===== config.mk =====
export PLATFORM = sky130hd
export DESIGN_NAME = p2p_sum_stim
export DESIGN_NICKNAME = d
export VERILOG_FILES = /design/src/rtl/p2p_sum_stim.sv
export SDC_FILE = /design/constraint.sdc
export NUM_CORES = 1
export LEC_CHECK = 0
export ABC_AREA = 1
export CORE_UTILIZATION = 53
export DETAILED_ROUTE_END_ITERATION = 7
export GPL_TIMING_DRIVEN = 1
export PLACE_DENSITY = 0.76
export SLEW_MARGIN = 20
export SYNTH_ARGS = -nofsm -noshare
export SYNTH_HDL_FRONTEND = slang
export SYNTH_SLANG_ARGS = --single-unit

===== constraint.sdc =====
create_clock -name clk -period 3.4 [get_ports clk]
set_input_delay 0.68 -clock clk [delete_from_list [all_inputs] [get_ports clk]]
set_output_delay 0.68 -clock clk [all_outputs]
set_load 0.03 [all_outputs]

===== src/rtl/p2p_sum_stim.sv =====
// Far-end partner for a group-sum block: produces LFSR samples on din, predicts
// each group sum, absorbs dout under a rotating backpressure pattern, and scores it.
module p2p_sum_stim #(
  parameter int GROUP     = 8,
  parameter int DIN_W     = 8,
  parameter int DOUT_W    = 11,
  parameter int EXP_DEPTH = 4,
  parameter int TIMEOUT   = 1024
) (
  input  logic              clk,
  input  logic              rst,
  input  logic              start,
  input  logic [15:0]       num_groups,
  input  logic [7:0]        seed,
  input  logic [7:0]        busy_pat,
  input  logic              din_busy,
  output logic              din_vld,
  output logic [DIN_W-1:0]  din_data,
  output logic              dout_busy,
  input  logic              dout_vld,
  input  logic [DOUT_W-1:0] dout_data,
  output logic              done,
  output logic              pass,
  output logic [15:0]       err_cnt,
  output logic              timeout,
  output logic [1:0]        fsm_state
);

  // Handshake: a word moves on a rising edge where vld=1 and busy=0; a producer
  // holds vld and data stable until that edge and never withdraws vld early.

  localparam int CW = (GROUP > 1) ? $clog2(GROUP) : 1;
  localparam int AW = (EXP_DEPTH > 1) ? $clog2(EXP_DEPTH) : 1;
  localparam int TW = $clog2(TIMEOUT + 1);

  typedef enum logic [1:0] {S_IDLE, S_SEND, S_DRAIN, S_DONE} state_t;

  state_t            state;
  logic [15:0]       num_groups_r;
  logic [7:0]        lfsr;
  logic [7:0]        busy_rot;
  logic [DOUT_W-1:0] acc;
  logic [CW-1:0]     sample_cnt;
  logic [15:0]       groups_sent;
  logic [15:0]       outs_rcvd;
  logic [TW-1:0]     idle_cnt;
  logic [DOUT_W-1:0] fifo_mem [EXP_DEPTH];
  logic [AW-1:0]     wr_ptr;
  logic [AW-1:0]     rd_ptr;
  logic [AW:0]       fifo_cnt;

  logic              active;
  logic              din_xfer;
  logic              dout_xfer;
  logic              fifo_empty;
  logic              last_sample;
  logic              push;
  logic              pop;
  logic              err_inc;
  logic              more_to_send;
  logic              vld_next;
  logic [7:0]        lfsr_nx;
  logic [7:0]        seed_eff;
  logic [DOUT_W-1:0] sample_sum;
  logic [AW:0]       cnt_next;
  logic [CW-1:0]     sample_cnt_next;
  logic [15:0]       groups_next;
  logic [15:0]       err_next;

  assign fsm_state = state;

  always_comb begin
    active          = (state == S_SEND) || (state == S_DRAIN);
    din_xfer        = din_vld && !din_busy;
    dout_xfer       = dout_vld && !dout_busy && active;
    fifo_empty      = (fifo_cnt == '0);
    last_sample     = (sample_cnt == CW'(GROUP - 1));
    push            = din_xfer && last_sample;
    pop             = dout_xfer && !fifo_empty;
    err_inc         = dout_xfer && (fifo_empty || (fifo_mem[rd_ptr] != dout_data));
    err_next        = (err_inc && (err_cnt != 16'hFFFF)) ? err_cnt + 16'd1 : err_cnt;
    // Galois form of x^8+x^6+x^5+x^4+1, shifting toward bit 0.
    lfsr_nx         = {1'b0, lfsr[7:1]} ^ (lfsr[0] ? 8'hB8 : 8'h00);
    seed_eff        = (seed == 8'h00) ? 8'h01 : seed;
    sample_sum      = acc + DOUT_W'(din_data);
    cnt_next        = fifo_cnt + (AW+1)'(push) - (AW+1)'(pop);
    sample_cnt_next = sample_cnt;
    if (din_xfer) sample_cnt_next = last_sample ? '0 : sample_cnt + CW'(1);
    groups_next     = groups_sent + 16'(push);
    more_to_send    = (groups_next != num_groups_r);
    // A new group only starts when its sum is guaranteed a FIFO slot.
    vld_next        = more_to_send &&
                      ((sample_cnt_next != '0) || (cnt_next != (AW+1)'(EXP_DEPTH)));
  end

  always_ff @(posedge clk) begin
    if (!rst) begin
      state        <= S_IDLE;
      num_groups_r <= '0;
      lfsr         <= 8'h01;
      busy_rot     <= '0;
      acc          <= '0;
      sample_cnt   <= '0;
      groups_sent  <= '0;
      outs_rcvd    <= '0;
      idle_cnt     <= '0;
      wr_ptr       <= '0;
      rd_ptr       <= '0;
      fifo_cnt     <= '0;
      din_vld      <= 1'b0;
      din_data     <= '0;
      dout_busy    <= 1'b1;
      done         <= 1'b0;
      pass         <= 1'b0;
      err_cnt      <= '0;
      timeout      <= 1'b0;
    end else begin
      if (active) begin
        busy_rot  <= {busy_rot[0], busy_rot[7:1]};
        dout_busy <= busy_rot[1];
        fifo_cnt  <= cnt_next;
        err_cnt   <= err_next;
        if (pop) rd_ptr <= rd_ptr + AW'(1);
        if (dout_xfer) outs_rcvd <= outs_rcvd + 16'd1;
      end

      case (state)
        S_IDLE: begin
          if (start) begin
            num_groups_r <= num_groups;
            lfsr         <= seed_eff;
            din_data     <= DIN_W'(seed_eff);
            busy_rot     <= busy_pat;
            acc          <= '0;
            sample_cnt   <= '0;
            groups_sent  <= '0;
            outs_rcvd    <= '0;
            idle_cnt     <= '0;
            wr_ptr       <= '0;
            rd_ptr       <= '0;
            fifo_cnt     <= '0;
            err_cnt      <= '0;
            timeout      <= 1'b0;
            if (num_groups == 16'd0) begin
              state <= S_DONE;
              done  <= 1'b1;
              pass  <= 1'b1;
            end else begin
              state     <= S_SEND;
              din_vld   <= 1'b1;
              dout_busy <= busy_pat[0];
            end
          end
        end

        S_SEND: begin
          if (din_xfer) begin
            lfsr       <= lfsr_nx;
            din_data   <= DIN_W'(lfsr_nx);
            acc        <= last_sample ? '0 : sample_sum;
            sample_cnt <= sample_cnt_next;
          end
          if (push) begin
            fifo_mem[wr_ptr] <= sample_sum;
            wr_ptr           <= wr_ptr + AW'(1);
            groups_sent      <= groups_next;
          end
          if (!din_vld || din_xfer) din_vld <= vld_next;
          if (push && !more_to_send) begin
            state    <= S_DRAIN;
            idle_cnt <= '0;
          end
        end

        S_DRAIN: begin
          if (fifo_empty && (outs_rcvd == num_groups_r)) begin
            state     <= S_DONE;
            done      <= 1'b1;
            pass      <= (err_next == 16'd0) && !timeout;
            dout_busy <= 1'b1;
          end else if (dout_xfer) begin
            idle_cnt <= '0;
          end else if (idle_cnt == TW'(TIMEOUT - 1)) begin
            state     <= S_DONE;
            timeout   <= 1'b1;
            done      <= 1'b1;
            pass      <= 1'b0;
            dout_busy <= 1'b1;
          end else begin
            idle_cnt <= idle_cnt + TW'(1);
          end
        end

        S_DONE: begin
          if (start) begin
            state       <= S_IDLE;
            done        <= 1'b0;
            pass        <= 1'b0;
            err_cnt     <= '0;
            timeout     <= 1'b0;
            sample_cnt  <= '0;
            groups_sent <= '0;
            outs_rcvd   <= '0;
            idle_cnt    <= '0;
            wr_ptr      <= '0;
            rd_ptr      <= '0;
            fifo_cnt    <= '0;
            acc         <= '0;
          end
        end

        default: state <= S_IDLE;
      endcase
    end
  end

endmodule


**Word level (Yosys, flattened, before mapping)**

Memories as Yosys holds them, arrays and structs flattened. A register that Yosys moved wholly into a read port is not among the register bits.
Index checks and enable logic that the tools add are counted.

- Reduce and logical (&&, ||, !) cells: 41
- Magnitude comparators: 0
- Shift-type cells: 0
- Muxes and demuxes: 79
- Bitwise logic cells: 1
- Multiply operators: 0
- Add/subtract/negate cells: 10
- Equal/unequal tests: 25
- Div/mod/pow operators: 0

Operators with widths:

| kind | count |
|---|---|
| 16-bit 2-to-1 mux | 10 |
| 11-bit 2-to-1 mux | 7 |
| 8-bit 2-to-1 mux | 7 |
| 11-bit case mux with 3 select lines | 1 |
| 16-bit by 1-bit adder with 16-bit output (second input constant) | 2 |
| 16-bit logical NOT | 2 |
| 16-bit case mux with 2 select lines | 1 |
| 2-bit 2-to-1 mux | 13 |
| 1-bit 2-to-1 mux | 23 |
| 11-bit case mux with 2 select lines | 1 |
| 3-bit 2-to-1 mux | 7 |
| 16-bit by 1-bit adder with 16-bit output | 1 |
| 16-bit == test | 1 |
| 16-bit != test | 1 |
| 16-bit != test (second input constant) | 1 |
| 2-bit != test (second input constant) | 8 |
| 8-bit case mux with 2 select lines | 1 |
| 11-bit by 1-bit adder with 11-bit output (second input constant) | 1 |
| 11-bit by 8-bit adder with 11-bit output | 1 |
| 11-bit by 10-bit == test with 1-bit output (second input constant) | 1 |
| 1-bit logical AND | 11 |
| 11-bit != test | 1 |
| 5-bit AND reduction | 2 |
| 3-bit AND reduction | 3 |
| 28 further kinds | 49 |

- Latch bits: 0
- Input bits: 48
- Output and inout port bits: 31
- Bits in read-only memories: 0
- Memories kept: 1
- Logic and storage cells: 176
- Flip-flop bits (word level): 127
- Memory bits (writable): 44

Memories:

| name | depth | bits a word | read ports | clocked after memory_dff | wr ports | RTL line | RTL |
|---|---|---|---|---|---|---|---|
| fifo_mem | 4 | 11 | 1 | 1 | 1 | 47 | `logic [DOUT_W-1:0] fifo_mem [EXP_DEPTH];` |

**Logic depth before layout (Yosys ltp)**

Gate-level depths: netlist (run 1).

- Depth in word-level cells: 10
- Mapped depth: 21
- Mapped depth without buffers: 20

**Worst setup path before layout (run 1)**

OpenSTA, ideal clock, no wires.

- Kind: flip-flop to flip-flop
- Start: register state[0] (netlist: fsm_state[0])
- End: register din_vld
- Stages on the path, launching flop included: 17
- Data required time: 3.266 ns
- Clock period less this slack: 3.446 ns
- Library setup time: 0.134 ns
- Arrival time: 3.312 ns
- Buffers on the path: 2
- Slack: -0.046 ns
- Cells stage by stage: dfxtp_1 inv_1 ha_1 clkbuf_1 nand3_1 inv_1 clkbuf_1 nand2_1 inv_1 ha_1 inv_1 ha_1 fa_1 nor2_1 nand2_1 o41ai_1 a31oi_1

- Longest elaborated chain between the ends: 10
- Elaborated cells on any way between the ends: 17
- Classes of those cells: add/sub: 1; eq/ne: 6; mux: 2; reduce/logical: 8

Ends and longest elaborated chain:

| element | RTL line | RTL |
|---|---|---|
| start, declared | 38 | `state_t state;` |
| start signal, assigned | 98 | `state <= S_IDLE;` |
| start signal, assigned | 145 | `state <= S_DONE;` |
| start signal, assigned | 149 | `state <= S_SEND;` |
| 2-bit by 1-bit == test with 1-bit output or 2-bit == test (tied branches) | 73, 127 |  |
| 1-bit logical OR | 73 | `active = (state == S_SEND) \|\| (state == S_DRAIN);` |
| 1-bit logical AND | 75 | `dout_xfer = dout_vld && !dout_busy && active;` |
| 1-bit logical AND | 79 | `pop = dout_xfer && !fifo_empty;` |
| 3-bit by 1-bit subtractor with 3-bit output | 86 | `cnt_next = fifo_cnt + (AW+1)'(push) - (AW+1)'(pop);` |
| 3-bit != test | 93 | `((sample_cnt_next != '0) \|\| (cnt_next != (AW+1)'(EXP_DEPTH)));` |
| 1-bit logical OR | 93 |  |
| 1-bit logical AND | 92 | `vld_next = more_to_send &&` |
| 1-bit 2-to-1 mux | 168 | `if (!din_vld \|\| din_xfer) din_vld <= vld_next;` |
| 1-bit case mux with 2 select lines | 127 | `case (state)` |
| end signal, assigned | 168 |  |
| end, declared | 17 | `output logic din_vld,` |

Several ways; a longest one is shown, not always the timed one. The select of a mux whose other input is x is not followed.
A chain may end at the register's enable or synchronous reset.

**Worst setup path after layout (run 1)**

- Start: input port din_busy
- End: register state[0] (netlist: fsm_state[0])

- Longest elaborated chain between the ends: 9

Ends and longest elaborated chain:

| element | RTL line | RTL |
|---|---|---|
| start, declared | 16 | `input logic din_busy,` |
| 1-bit logical NOT (*) | 74 | `din_xfer = din_vld && !din_busy;` |
| 1-bit logical AND (*) | 74 |  |
| 1-bit logical AND (*) | 78 | `push = din_xfer && last_sample;` |
| 16-bit by 1-bit adder with 16-bit output | 89 | `groups_next = groups_sent + 16'(push);` |
| 16-bit != test | 90 | `more_to_send = (groups_next != num_groups_r);` |
| 1-bit logical NOT | 169 | `if (push && !more_to_send) begin` |
| 1-bit logical AND (*) | 169 |  |
| 2-bit by 1-bit != test with 1-bit output (no line) (*) | - |  |
| 5-bit AND reduction (no line) (*) | - |  |
| end signal, assigned | 170 | `state <= S_DRAIN;` |
| end signal, assigned | 177 | `state <= S_DONE;` |
| end signal, assigned | 184 | `state <= S_DONE;` |

Mark *: on every way between the ends. The rest lies on a longest branch, timed or not.

==> results of run 1 <==
==> timing repair <==
| item | CTS | global route |
|---|---|---|
| buffers inserted | 0 | 1 |
| gates resized for setup | 0 | 9 |
| setup endpoints to repair | 0 | 13 |
==> per-stage QoR <==
stage | power [mW] | hold slack [ns] | std cells
floorplan | 4.15 | 0.433 | 1225
global placement | 4.79 | 0.448 | 1513
detailed placement | 4.84 | 0.454 | 1513
CTS | 6.67 | 0.462 | 1545
global route | 7.06 | 0.478 | 1546
finish | 6.69 | 0.461 | 1546
==> area by class of cell <==
type	instances	area, um^2
well taps	220	275
clock buffers	19	433
flip-flops and latches	164	3730
fillers	1455	5900
clock inverters	13	130
multi-input cells	879	4590
inverters	130	488
repair buffers	121	1110
==> Yosys cell counts (all sizes together) <==
master    n
edfxtp   44
mux2i     1
clkinv    2
nor2    141
fa        2
or2       6
nand4    33
o41ai     1
a31oi    13
nand3    80
ha       25
clkbuf   32
a211oi    5
a22oi     4
dfxtp   120
o211ai    1
nor4      8
inv     128
o21ai    76
nor3     24
nand3b    6
nand2   308
xnor2    22
a21oi    71
buf      20
a21o      1
xnor3     2
xor2     45
a211o     1
and2      3
==> power by group through the flow <==
stage          registers (mW)  clock network, mW  logic [mW]
3_3_place_gp             2.63                  0        2.16
4_1_cts                  2.59               1.85        2.23
6_report                 2.59               1.84        2.26
3_5_place_dp             2.63                  0        2.21
2_1_floorplan            2.63                  0        1.52
5_1_grt                  2.62               1.93        2.50
==> metal layers <==
layer	vias to the layer above	GRT usage	part of all wire
li1	4167	-	-
met2	217	0.421	0.48
met3	42	0.0429	0.045
met5	-	0	0
met4	0	0.0939	0.024
met1	3790	0.319	0.45
==> registers in the layout (all words and copies together), names as in the netlist <==
| register | count |
|---|---|
| fifo_mem | 44 |
| err_cnt | 16 |
| groups_sent | 16 |
| num_groups_r | 16 |
| outs_rcvd | 16 |
| acc | 11 |
| idle_cnt | 11 |
| busy_rot | 8 |
| din_data | 8 |
| fifo_cnt | 3 |
| sample_cnt | 3 |
| fsm_state | 2 |
| rd_ptr | 2 |
| wr_ptr | 2 |
| din_vld | 1 |
| done | 1 |
| dout_busy | 1 |
| lfsr | 1 |
| pass | 1 |
| timeout | 1 |
==> worst paths after layout <==
kind / startpoint / endpoint
min reg2reg: idle_cnt[10] / idle_cnt[10]
max: din_busy / fsm_state[0]
min: idle_cnt[10] / idle_cnt[10]
max reg2reg: sample_cnt[0] / fsm_state[0]
==> critical path, cell delays in order <==
cell	delay, ns
clkdlybuf4s50_1	0.48
nor2_2	0.15
inv_1	0.07
nor2_2	0.13
ha_1	0.19
nand2_1	0.11
nor3_2	0.25
nand3_1	0.16
xor2_2	0.19
or2_2	0.28
nand3_1	0.10
nor2_2	0.06
nand4_1	0.10
nand2_2	0.10
buf_6	0.18
nand2_2	0.07
inv_1	0.05
nor2_1	0.09
nor2_1	0.06
==> cells by family after synthesis <==
family	Yosys count	synth area share
compound gates	173	0.102
xor+xnor	69	0.0699
fa+ha+maj	27	0.0391
buf+inv	182	0.0835
flops	164	0.412
mux	1	0.00111
simple gates	609	0.292
==> results.ini, run 1 <==
[hold_path]
min_path_cells=2
min_path_type=flip-flop to flip-flop

[clock_network]
clock_latency_ns=0.43
cts_sinks=164
path_clk_slew_ns=0.06
htree_levels=4
ctsHoldBuffers=0
cts_root_buf=clkbuf_16
tritoncts=built
cts_buffers=17
cts_buffer_depth=2

[detailed_routing]
dr.pass1.iters=5
vias=8216
wl_per_cell_um=14.0
initialDrtViolationCount=478
vias_per_cell=5.31
drc=0
routed_wl_um=21600
detail-route-antenna-nets=0

[timing]
finalHoldViolCount=0
worst_clock_skew_ns=0.00623
slew_headroom=0.452
setup_viol=0
fin_setup_tns_ns=0
fin_ws_ns=0.217
timing.fmax_mhz=314
fin_crit_sh=0.936
tightest_slew_ns=0.819
period_minus_slack_ns=3.18
finalMaxSlewViolations=0

[synthesis]
synth_area_leader_cell=dfxtp_1
yosys_warnings=0
synthDominantCellAreaShare=0.266
seq_area_frac_synth=0.412
ys_seq_elements=164
syn_avg_cell_area_um2=7.38
synth_cell_types=44
synthTopCellsByArea=dfxtp_1 (27%), edfxtp_1 (15%), nand2_1 (13%)
synth_area_um2=9030
syn_inst=1225
syn_nets=1300

[critical_path]
end_kind=flip-flop
ff2ff_path_depth=19
cp.required_ns=3.72
rrSetupSlack_ns=0.37
worstSetupPathType=input port to flip-flop
crit_fanout=10
cp-start-kind=input port
arrival_ns=3.51

[power]
p_sw_mw=2.53
combPwrFrac=0.338
pwr-share-seq=0.388
power_density_nw_per_um2=622
clock_power_share=0.275
power.leakage_nw=4.52
p_int_mw=4.16
ir_worst_vdd_mv=0.336
p_sw_frac=0.378

[global_route]
grt_overflow=0
gr-usage-all-layers=0.249
grt_max_degree=43
grt_antenna_before_repair=0
grt_pass1_vias=7424
grt_pass1_wl_um=35200

[finish]
final_common_cell=nand2_1
final_cell_mix=nand2_1 (304), nor2_1 (132), inv_1 (125)
final_util=0.646
final_nets=1388
areaGrowthSynthToFinish_pct=18.9
drive_gt1_frac=0.0799
num_antenna_cells=0
stdcell_area_um2=10700

[die]
start_util=0.543
num_rows=47
core_area_um2=16600
ioPinCount=79
die_y_um=133
die_width_um=133
dieArea_um2=17600

[place]
placed_area_um2=10100
place_worst_setup_slack_ns=-0.250
port_buffers=78
place_hpwl_um=15500
gp_congestion=0.876

[status]
status=finished, final reports clean

[run]
cap_violations=0

No activity file was read; power rests on OpenSTA's default activity.
==> run 2: changes to the inputs <==
Settings changed: TNS_END_PERCENT from default to 1.
==> results of run 2 <==
Final layout, timing and power as in run 1 (identical DEF).
